[src/rtl/uart_tx_cfg.sv]
// uart_tx_cfg: configurable UART transmitter (start/data/parity/stop, LSB first).
// Define UART_TX_FIFO_EN to put a FIFO_DEPTH-entry input FIFO in front of the shifter.
module uart_tx_cfg #(
  parameter int DATA_W       = 8,
  parameter int CLKS_PER_BIT = 16,
  parameter int PARITY       = 0,
  parameter int STOP_BITS    = 1,
  parameter int FIFO_DEPTH   = 4
) (
  input  logic              tx_clk,
  input  logic              reset_n,
  input  logic              tx_valid,
  input  logic [DATA_W-1:0] tx_data,
  output logic              tx_ready,
  output logic              tx_done,
  output logic              tx_busy,
  output logic              tx
);
  localparam int TW = $clog2(CLKS_PER_BIT);
  localparam int IW = $clog2(DATA_W);
  localparam bit PAR_EN = (PARITY == 1) || (PARITY == 2);
  localparam logic [TW-1:0] RELOAD = TW'(CLKS_PER_BIT - 1);
  if (DATA_W < 5 || DATA_W > 9 || CLKS_PER_BIT < 2 || STOP_BITS < 1 || STOP_BITS > 2 || FIFO_DEPTH < 2) begin : g_bad_param
    $error("uart_tx_cfg: illegal parameter");
  end
  typedef enum logic [2:0] {IDLE, START, DATA, PAR, STOP} state_t;
  state_t state, state_nx;
  logic [TW-1:0] timer;
  logic [IW-1:0] idx;
  logic [DATA_W-1:0] shift, load_data;
  logic par, tick, last_stop, load, have;
  assign tick = timer == '0;
  assign last_stop = state == STOP && tick && idx == IW'(STOP_BITS - 1);
  assign tx_done = last_stop;
`ifdef UART_TX_FIFO_EN
  localparam int AW = $clog2(FIFO_DEPTH);
  logic [DATA_W-1:0] mem [FIFO_DEPTH];
  logic [AW:0] wp, rp;
  logic push, empty, full;
  assign empty = wp == rp;
  assign full = (wp ^ rp) == {1'b1, {AW{1'b0}}};
  assign tx_ready = !full;
  assign push = tx_valid && !full;
  assign have = !empty;
  assign load_data = mem[rp[AW-1:0]];
  // the pop happens in the final stop cycle too, so queued frames run gap-free
  assign load = have && (state == IDLE || last_stop);
  assign tx_busy = state != IDLE || !empty;
  always_ff @(posedge tx_clk or negedge reset_n) begin
    if (!reset_n) begin
      wp <= '0;
      rp <= '0;
    end else begin
      if (push) wp <= wp + 1'b1;
      if (load) rp <= rp + 1'b1;
    end
  end
  always_ff @(posedge tx_clk)
    if (push) mem[wp[AW-1:0]] <= tx_data;
`else
  assign tx_ready = state == IDLE;
  assign have = tx_valid;
  assign load_data = tx_data;
  assign load = have && state == IDLE;
  assign tx_busy = state != IDLE;
`endif
  always_comb begin
    state_nx = state;
    unique case (state)
      IDLE:    if (load) state_nx = START;
      START:   if (tick) state_nx = DATA;
      DATA:    if (tick && idx == IW'(DATA_W - 1)) state_nx = PAR_EN ? PAR : STOP;
      PAR:     if (tick) state_nx = STOP;
      STOP:    if (last_stop) state_nx = load ? START : IDLE;
      default: state_nx = IDLE;
    endcase
  end
  always_ff @(posedge tx_clk or negedge reset_n) begin
    if (!reset_n) begin
      state <= IDLE;
      timer <= '0;
      idx   <= '0;
      shift <= '0;
      par   <= 1'b0;
      tx    <= 1'b1;
    end else begin
      state <= state_nx;
      tx    <= state == START ? 1'b0 : state == DATA ? shift[0] : state == PAR ? par : 1'b1;
      timer <= (state == IDLE || tick) ? RELOAD : timer - 1'b1;
      if ((state == DATA || state == STOP) && tick)
        idx <= ((state == DATA && idx == IW'(DATA_W - 1)) || last_stop) ? '0 : idx + 1'b1;
      if (load) begin
        shift <= load_data;
        par   <= ^load_data ^ (PARITY == 1);
      end else if (state == DATA && tick) begin
        shift <= shift >> 1;
      end
    end
  end
endmodule

[config.mk]
export PLATFORM = sky130hd
export DESIGN_NAME = uart_tx_cfg
export DESIGN_NICKNAME = d
export VERILOG_FILES = /design/src/rtl/uart_tx_cfg.sv
export SDC_FILE = /design/constraint.sdc
export NUM_CORES = 1
export LEC_CHECK = 0
export ABC_AREA = 1
export BUFFER_PORTS_ARGS = -buffer_cell sky130_fd_sc_hd__buf_2
export CAP_MARGIN = 40
export CORE_ASPECT_RATIO = 0.7
export CORE_MARGIN = 2
export CORE_UTILIZATION = 50
export DETAILED_ROUTE_END_ITERATION = 10
export PLACE_DENSITY = 0.7
export SLEW_MARGIN = 20
export SYNTH_ARGS = -nofsm -noshare
export SYNTH_HDL_FRONTEND = slang
export SYNTH_SLANG_ARGS = --single-unit
[constraint.sdc]
create_clock -name tx_clk -period 3 [get_ports tx_clk]
set_input_delay 0.3 -clock tx_clk [delete_from_list [all_inputs] [get_ports tx_clk]]
set_output_delay 0.3 -clock tx_clk [all_outputs]
set_load 0.02 [all_outputs]
==> results by group, run 1 <==
Drt
  • Uppermost routed layer: met3
  • Wl on met1: 1240 microns
  • Vias: around 1000
  • Per-cell routed wire length: 11.0 microns
  • Met2 WL: 1100 microns
  • Vias/cell: 4.71
  • Metal3 WL: 93 microns
  • Iter 0 DRT Violations: 66
  • Drt first pass iters: 4
  • DRC errors left: 0
  • Routed Antenna Nets: 0
  • DRT Wirelength: 2440 microns

Power and ir drop
  • Sequential share of power: 39.7%
  • Pwr Total: 1.15 mW
  • Static leakage: 0.793 nW
  • Power Density: ~830 nW/um^2
  • Combinational Power Share: 41.2%
  • Cell internal pwr: 0.691 mW
  • Psw: about 0.46 mW
  • Switching portion of total power: 40.0%
  • Clk pwr share: between 10% and 20%
  • Peak VDD IR: between 500 and 600 uV

Setup path
  • Critical Path, Cell by Cell: inv_1 > ha_1 > nand2_1 > nor3_1 > buf_2
  • WP data arrival: 1.52 ns
  • Setup CP Type: reg -> out
  • CP required: 2.70 ns
  • CP max FO: 7
  • Crit. End Element: output pin
  • Critical-path top delay cell: dfrtp_1
  • Crit start category: register
  • Slowest cell delay on critical path: 0.39 ns

Floorplan
  • Die Ht: 45.4 microns
  • Ports: 15
  • Die width: about 63 microns
  • Row count: 14
  • Die ar.: 2860 sq um
  • Initial core utilization: 54.9%
  • Core area: 2220 sq um

Clocking
  • TritonCTS clock tree: done
  • Worst-path clk slew: 0.12 ns
  • H-tree depth: 1
  • Clk_lat worst skew: 0.30 ns
  • TritonCTS Buffers: 3
  • Clock buffer depth: 2
  • Root buffer cell: clkbuf_4
  • Clock sinks: 20
  • Post-cts sizing count: 0

Min path
  • Hold Crit Class: in -> reg

STA
  • Crit path time final: 1.82 ns
  • RSZ-0062 raised after global routing: no
  • Slew HR: 70.5%
  • Worst-Margin Slew: around 0.44 ns
  • # setup viols final: 0
  • Setup_tns: 0 ns
  • Final worst-path cycle share: approximately three fifths
  • Final hold viol count: 0
  • Fin. max-slew vios: 0
  • F_max: around 0.55 GHz
  • Skew final: 0.00745 ns

Yosys
  • Top cell type's share of synthesized area: 38.9%
  • Syn Inst Count: 172
  • Part of the Yosys area used for sequential elements: 41.1%
  • Area leader, netlist: dfrtp_1
  • Synthesized area: 1220 sq um
  • Flops & latches, synth: 20
  • YS warnings: 0
  • Mapped Nets: 188
  • Syn avg cell area: 7.10 sq um
  • Synth top area cells: dfrtp_1 (39%), nand2_1 (21%), inv_1 (8.3%)
  • Yosys cell types: 23

Layout
  • Multi-input logic area: approximately 600 sq um
  • Layout cells sized above 1: between 10% and 20%
  • FILL cells: 204
  • Commonest cells after routing, fill and taps aside: nand2_1 (68), inv_1 (27), dfrtp_1 (19)
  • Nets: between 200 and 250
  • P&R area growth vs syn: 13.5%
  • Register Area: between 500 and 600 sq um
  • Commonest non-fill, non-tap cell in the layout: nand2_1
  • Ant diodes: 0

GRT
  • Total grt overflow: 0
  • Overall routing resource usage: 19.6%
  • Global-route wire length before repair: 4210 microns
  • Vias in the first global route: 964
  • Largest net degree at the start of global routing: 21
  • Initial antenna violation count: 0

Placed design
  • Final GP Congestion: 0.914
  • HPWL after DPL: 1890 microns
  • Port Buffer Count: 14

Job
  • Max-cap violations: 0

Outcome
  • Outcome: completed
worst paths after layout:
kind                                  from       end  slack, ns  depth (start not counted)
worst min register to register    timer[0]  timer[0]       0.44                          1
worst max register to register    timer[0]  shift[2]       1.50                          7
worst min-delay path            tx_data[7]  shift[7]       0.24                          3
max in group asynchronous          reset_n        tx       2.19                          2
min in group asynchronous          reset_n    idx[2]       0.48                          2
worst max-delay path              timer[0]   tx_done       1.18                          5
sequential cells by signal, summed over array words and instances (netlist names):
signal / flops
idx: 3
par: 1
shift: 8
state: 3
timer: 4
tx: 1
worst max-delay path, delay by kind of cell, from the launching register on:
kind	cells	cell delay (ns)
DFF	1	0.39
adders and majority gates	1	0.14
and+or+nand+nor	2	0.40
buffers and inverters	2	0.30
stage by stage:
| stage | hold slack [ns] | setup WS (ns) | area, sq um | std cells | utilization (%) |
|---|---|---|---|---|---|
| 6_report | 0.238 | 1.18 | 1390 | 222 | 62.3 |
| 5_1_grt | 0.249 | 1.08 | 1390 | 222 | 62.3 |
| 4_1_cts | 0.228 | 1.16 | 1390 | 222 | 62.3 |
| 3_5_place_dp | 0.270 | 1.51 | 1320 | 217 | 59.5 |
| 3_3_place_gp | 0.271 | 1.52 | 1320 | 217 | 59.5 |
| 2_1_floorplan | 0.00441 | 1.38 | 1220 | 172 | - |
layer usage:
layer  global-route usage [%]  up-vias
li1                         -      564
met1                     27.2      464
met2                     31.9       18
met3                     5.74        0
met4                     2.67        0
met5                        0        -
synthesized netlist by cell type:
cell type  count
o21ai_0        4
inv_2          3
o21ai_2        1
o211ai_1       6
ha_1           5
o21ai_4        1
inv_1         27
o31ai_1        2
a21o_1         1
nor3_1         1
nand2_1       68
o21bai_1       1
a21oi_1        2
nor2_4         1
dfrtp_1       19
nor2_1        15
nand3_1        3
buf_4          1
xnor2_1        2
dfstp_2        1
o21ai_1        3
nand2_2        3
nor2_2         2
power by group through the flow:
stage	Sequential [mW]	Combinational [mW]	Clock (mW)
2_1_floorplan	0.456	0.361	0
6_report	0.458	0.474	0.220
3_5_place_dp	0.463	0.473	0
4_1_cts	0.458	0.477	0.225
3_3_place_gp	0.460	0.452	0
5_1_grt	0.472	0.545	0.236
timing repair:
action	CTS	global route
hold buffers	1	0
setup buffers	0	0
hold endpoints to repair	19	0
kinds of logic (layout without fill, tap and decap cells):
group           count (synthesis)  in the layout  synth area share (%)
buf+inv                        31             49                  9.84
flops                          20             20                  41.1
xor+xnor                        2              2                  1.43
fa+ha+maj                       5              5                  5.12
compound gates                 21             21                  11.9
simple gates                   93             93                  30.6
area by class of cell:
class                      count  area share [%]
multi-input combinational    121            43.2
sequential                    20            36.2
inverter                      30            8.12
timing repair buffer          15            5.78
tap                           32            2.89
clock inverter                 1            2.17
clock buffer                   3            1.62
(Power assumes the default switching activity.)
==> run 2, diff against run 1 <==
--- a/config.mk
+++ b/config.mk
@@ -12,7 +12,7 @@
 export CORE_MARGIN = 2
 export CORE_UTILIZATION = 50
 export DETAILED_ROUTE_END_ITERATION = 10
-export PLACE_DENSITY = 0.7
+export PLACE_DENSITY = 0.73
 export SLEW_MARGIN = 20
 export SYNTH_ARGS = -nofsm -noshare
 export SYNTH_HDL_FRONTEND = slang
==> constraint.sdc (replaced) <==
create_clock -name tx_clk -period 1.6 [get_ports tx_clk]
set_input_delay 0.16 -clock tx_clk [delete_from_list [all_inputs] [get_ports tx_clk]]
set_output_delay 0.16 -clock tx_clk [all_outputs]
set_load 0.02 [all_outputs]
==> results by group, run 2 (synthesized netlist as in run 1, its figures left out) <==
Layout
  • P&R area growth vs syn: 18.0% (was 13.5%)
  • Most flops, register: shift (unchanged)
  • Nets: 211 (was 207)
  • Commonest cells after routing, fill and taps aside: nand2_1 (67), inv_1 (25), dfrtp_1 (18) (was nand2_1 (68), inv_1 (27), dfrtp_1 (19))
  • Register Area: 503 sq um (was 502 sq um)
  • Ant diodes: 0 (unchanged)
  • Largest registers: shift: 8 flops, timer: 4 flops (unchanged)
  • Multi-input logic area: 633 sq um (was 599 sq um)
  • FILL cells: 212 (was 204)
  • Commonest non-fill, non-tap cell in the layout: nand2_1 (unchanged)
  • Layout cells sized above 1: 21.1% (was 15.8%)
  • Final std cells w/o fill: 226 (was 222)
  • Max reg flops: 8 (unchanged)

Clocking
  • Clock buffer depth: 2 (unchanged)
  • Worst-path clk slew: 0.12 ns (about the same)
  • H-tree depth: 1 (unchanged)
  • TritonCTS Buffers: 3 (unchanged)
  • Clk_lat worst skew: 0.30 ns (about the same)
  • Clock sinks: 20 (unchanged)
  • Root buffer cell: clkbuf_4 (unchanged)
  • TritonCTS clock tree: done (unchanged)

Floorplan
  • Core area: 2220 sq um (unchanged)
  • Ports: 15 (unchanged)
  • Die Ht: 45.4 microns (unchanged)
  • Row count: 14 (unchanged)
  • Die ar.: 2860 sq um (unchanged)
  • Die width: 63.1 microns (unchanged)
  • Initial core utilization: 54.9% (unchanged)

STA
  • Final hold viol count: 0 (unchanged)
  • F_max: 0.648 GHz
  • Final worst-path cycle share: 96.4%
  • Slew HR: 69.5% (was 70.5%)
  • Worst-Margin Slew: 0.458 ns (was 0.443 ns)
  • Crit path time final: 1.54 ns
  • # setup viols final: 0 (unchanged)
  • Fin. max-slew vios: 0 (unchanged)
  • Skew final: 0.0115 ns (was 0.00745 ns)
  • Worst Hold Margin: 0.106 ns (was 0.238 ns)

Setup path
  • Critical Path, Cell by Cell: inv_2 > ha_4 > nand2_4 > nor3_4 > buf_6 (was inv_1 > ha_1 > nand2_1 > nor3_1 > buf_2)
  • Worst reg2reg startpoint: state[0] (was timer[0])
  • Worst setup path startpoint: timer[0] (unchanged)
  • WP data arrival: 1.38 ns (was 1.52 ns)
  • Crit start category: register (unchanged)
  • CP max FO: 7 (unchanged)
  • Critical-path top delay cell: dfrtp_1 (unchanged)
  • Slowest cell delay on critical path: 0.40 ns (was 0.39 ns)
  • Setup CP Type: reg -> out (unchanged)
  • CP required: 1.44 ns (was 2.70 ns)
  • Crit. End Element: output pin (unchanged)

Drt
  • Drt first pass iters: 4 (unchanged)
  • Routed Antenna Nets: 0 (unchanged)
  • Iter 0 DRT Violations: 54 (was 66)
  • DRT Wirelength: 2510 microns (was 2440 microns)
  • Vias/cell: 4.78 (was 4.71)
  • DRC errors left: 0 (unchanged)
  • Per-cell routed wire length: 11.1 microns (was 11.0 microns)
  • Vias: 1080 (was 1046)

GRT
  • Overall routing resource usage: 18.7% (was 19.6%)
  • Global-route wire length before repair: 4110 microns (was 4210 microns)
  • Total grt overflow: 0 (unchanged)
  • Initial antenna violation count: 0 (unchanged)
  • Largest net degree at the start of global routing: 21 (unchanged)
  • Vias in the first global route: 982 (was 964)

Job
  • Max-cap violations: 0 (unchanged)

Min path
  • Hold Crit Class: in -> reg (unchanged)
  • Hold_sp: tx_data[7] (unchanged)

Placed design
  • HPWL after DPL: 1860 microns (was 1890 microns)
  • Final GP Congestion: 0.856 (was 0.914)
  • Placed insts: 217 (unchanged)
  • Port Buffer Count: 14 (unchanged)

Power and ir drop
  • Power Density: 1520 nW/um^2 (was 831 nW/um^2)
  • Peak VDD IR: 1170 uV (was 502 uV)
  • Static leakage: 0.820 nW (was 0.793 nW)

Outcome
  • Outcome: completed (unchanged)
run 2: cell types whose count changed in the layout (fill, tap and decap cells not counted), sizes merged:
| cell | previous run | this run |
|---|---|---|
| buf | 14 | 18 |
| bufinv | 1 | 0 |
| clkbuf | 3 | 4 |
run 2: worst max-delay path: cells and delay by family (launching register included):
kind,cells,cell delay [ns]
buffers and inverters,2,0.24
adder cells (fa/ha/maj),1,0.15
flip-flops,1,0.40
AND/OR/NAND/NOR,2,0.31
run 2: cell type report:
type / instances / share of cell area (%)
clock buffer: 4 / 2.52
inverter: 30 / 7.81
multi-input combinational: 121 / 43.9
sequential: 20 / 34.9
tap: 32 / 2.78
timing repair buffer: 19 / 8.07
run 2: routing by layer:
metal / up-vias / wire, microns / GRT usage [%]
met2: 16 / 1190 / 33.6
met4: 0 / 0 / 1.33
met5: - / 0 / 0
met3: 0 / 93 / 5.49
li1: 570 / - / -
met1: 494 / 1220 / 23.9
run 2: what timing repair did:
action,4_1_cts,5_1_grt
hold endpoints to repair,19,0
buffers inserted,0,4
gates resized for setup,1,10
pin swaps,0,1
hold buffers,1,0
endpoints found under the setup margin,1,1
run 2: stage by stage:
| step | power [mW] | setup TNS [ns] | worst slack [ns] | area [sq um] | utilization [%] |
|---|---|---|---|---|---|
| detailed placement | 1.76 | 0 | 0.0935 | 1330 | 59.7 |
| CTS | 2.07 | 0 | 0.0131 | 1380 | 61.9 |
| global route | 2.40 | -0.0354 | -0.0354 | 1440 | 64.8 |
| finish | 2.20 | 0 | 0.0569 | 1440 | 64.8 |
| global placement | 1.72 | 0 | 0.181 | 1330 | 59.7 |
| floorplan | 1.53 | 0 | 0.198 | 1230 | - |
run 2: power by group:
| group | total [mW] | switching [mW] | internal, mW |
|---|---|---|---|
| logic | 1.05 | 0.642 | 0.404 |
| clock network | 0.293 | 0.154 | 0.139 |
| registers | 0.859 | 0.132 | 0.727 |
run 2: path summary, 6_finish.rpt:
kind,to,slack [ns],cells past startpoint
min reg2reg,timer[0],0.46,1
max,tx_done,0.06,5
min,shift[7],0.11,3
min in group asynchronous,state[2],0.31,2
max reg2reg,shift[2],0.16,7
max in group asynchronous,tx,0.95,2
==> run 3, diff against run 2 <==
==> constraint.sdc (replaced) <==
create_clock -name tx_clk -period 1.25 [get_ports tx_clk]
set_input_delay 0.125 -clock tx_clk [delete_from_list [all_inputs] [get_ports tx_clk]]
set_output_delay 0.125 -clock tx_clk [all_outputs]
set_load 0.02 [all_outputs]
==> results by group, run 3 (synthesized netlist as in run 1, its figures left out) <==
Outcome
  • Outcome: finished, violations left (was completed)
  • Failing checks: setup timing

STA
  • Final worst-path cycle share: 118%
  • Worst-Margin Slew: 0.456 ns (was 0.458 ns)
  • F_max: 0.679 GHz
  • Final hold viol count: 0 (unchanged)
  • Worst Hold Margin: 0.0781 ns (was 0.106 ns)
  • Fin. max-slew vios: 0 (unchanged)
  • Crit path time final: 1.47 ns
  • # setup viols final: 20 (was 0)
  • RSZ-0062 raised after global routing: yes
  • Setup_tns: -1.81 ns (was 0 ns)
  • Skew final: 0.00820 ns (was 0.0115 ns)
  • Slew HR: 69.6% (was 69.5%)
  • Worst setup margin: -0.223 ns (was 0.0569 ns)

Placed design
  • Final GP Congestion: 0.814 (was 0.856)
  • Port Buffer Count: 14 (unchanged)
  • HPWL after DPL: 2000 microns (was 1860 microns)

Drt
  • Routed Antenna Nets: 0 (unchanged)
  • Wl on met1: 1290 microns (was 1220 microns)
  • Metal3 WL: 129 microns (was 93 microns)
  • Per-cell routed wire length: 11.4 microns (was 11.1 microns)
  • Met2 WL: 1330 microns (was 1190 microns)
  • Iter 0 DRT Violations: 71 (was 54)
  • DRT Wirelength: 2760 microns (was 2510 microns)
  • Vias/cell: 4.81 (was 4.78)
  • Drt first pass iters: 4 (unchanged)
  • Uppermost routed layer: met4 (was met3)
  • DRC errors left: 0 (unchanged)
  • Vias: 1164 (was 1080)

GRT
  • Global-route wire length before repair: 5040 microns (was 4110 microns)
  • Overall routing resource usage: 22.7% (was 18.7%)
  • Initial antenna violation count: 0 (unchanged)
  • Total grt overflow: 0 (unchanged)
  • Vias in the first global route: 1200 (was 982)
  • Largest net degree at the start of global routing: 21 (unchanged)

Clocking
  • Worst-path clk slew: 0.12 ns (about the same)
  • Clock sinks: 20 (unchanged)
  • Clk_lat worst skew: 0.31 ns (was 0.30 ns)
  • TritonCTS Buffers: 3 (unchanged)
  • Root buffer cell: clkbuf_4 (unchanged)
  • H-tree depth: 1 (unchanged)
  • Clock buffer depth: 2 (unchanged)
  • TritonCTS clock tree: done (unchanged)

Setup path
  • Crit start category: register (unchanged)
  • CP required: 1.12 ns (was 1.44 ns)
  • R2r worst-path depth: 8 (was 7)
  • Crit. End Element: output pin (unchanged)
  • CP max FO: 2 (was 7)
  • Setup CP Type: reg -> out (unchanged)
  • WP data arrival: 1.35 ns (was 1.38 ns)

Layout
  • Layout cells sized above 1: 31.9% (was 21.1%)
  • Register Area: 503 sq um (unchanged)
  • Largest registers: shift: 8 flops, timer: 4 flops (unchanged)
  • FILL cells: 158 (was 212)
  • Ant diodes: 0 (unchanged)
  • Commonest non-fill, non-tap cell in the layout: nand2_1 (unchanged)
  • Nets: 227 (was 211)
  • Multi-input logic area: 724 sq um (was 633 sq um)
  • Most flops, register: shift (unchanged)
  • Max reg flops: 8 (unchanged)
  • P&R area growth vs syn: 37.2% (was 18.0%)
  • Commonest cells after routing, fill and taps aside: nand2_1 (64), inv_1 (22), dfrtp_1 (18) (was nand2_1 (67), inv_1 (25), dfrtp_1 (18))

Floorplan
  • Die width: 63.1 microns (unchanged)
  • Die ar.: 2860 sq um (unchanged)
  • Ports: 15 (unchanged)
  • Initial core utilization: 54.9% (unchanged)
  • Row count: 14 (unchanged)
  • Core area: 2220 sq um (unchanged)
  • Die Ht: 45.4 microns (unchanged)

Power and ir drop
  • Peak VDD IR: 941 uV (was 1170 uV)
  • Static leakage: 0.918 nW (was 0.820 nW)
  • Power Density: 1980 nW/um^2 (was 1520 nW/um^2)

Job
  • Max-cap violations: 0 (unchanged)

Min path
  • Hold Crit Class: in -> reg (unchanged)
  • Hold path depth: 3 (unchanged)
[run 3: power by group]
| part | total (mW) | internal, mW | switching [mW] |
|---|---|---|---|
| Clock | 0.326 | 0.125 | 0.202 |
| Combinational | 1.88 | 0.865 | 1.02 |
| Sequential | 1.10 | 0.931 | 0.170 |
[run 3: layout make-up]
type | count | area share, %
multi-input cells | 122 | 43.2
flip-flops and latches | 20 | 30.0
repair buffers | 34 | 15.8
inverters | 30 | 7.02
well taps | 32 | 2.39
clock buffers | 4 | 1.57
[run 3: worst max-delay path: stages, from the launching register on]
cell and delay (ns):
dfrtp_1 0.43, nor2_4 0.13, buf_6 0.10, nand2_4 0.05, nor3_4 0.18, buf_6 0.14
[run 3: final timing paths]
kind                       startpoint        to  slack [ns]
min reg2reg                  timer[0]  timer[0]        0.46
max                          state[1]   tx_done       -0.22
min in group asynchronous     reset_n  state[1]        0.29
max in group asynchronous     reset_n        tx        0.62
max reg2reg                  state[1]  shift[0]       -0.15
min                        tx_data[7]  shift[7]        0.08
[run 3: per-layer routing]
| layer | vias up | global-route usage [%] |
|---|---|---|
| li1 | 601 | - |
| met1 | 541 | 28.0 |
| met2 | 20 | 43.2 |
| met3 | 2 | 4.99 |
| met4 | 0 | 2.22 |
| met5 | - | 0 |
[run 3: timing repair]
| action | CTS | global route |
|---|---|---|
| setup buffers | 7 | 1 |
| endpoints found under the hold margin | 19 | 0 |
| hold buffers | 1 | 0 |
| gates resized for setup | 27 | 7 |
| setup endpoints to repair | 17 | 22 |
| cloned | 1 | 0 |
| pin swaps | 6 | 4 |
[run 3: metrics by stage]
stage          util, %  total power [mW]  cells  instance area (sq um)  setup slack (ns)
4_1_cts           74.0              3.24    241                   1650            -0.214
5_1_grt           75.3              3.58    242                   1680            -0.285
3_3_place_gp      65.2              2.47    228                   1450           -0.0169
6_report          75.3              3.31    242                   1680            -0.223
2_1_floorplan        -              2.07    172                   1270           -0.0525
3_5_place_dp      65.2              2.56    228                   1450           -0.0970
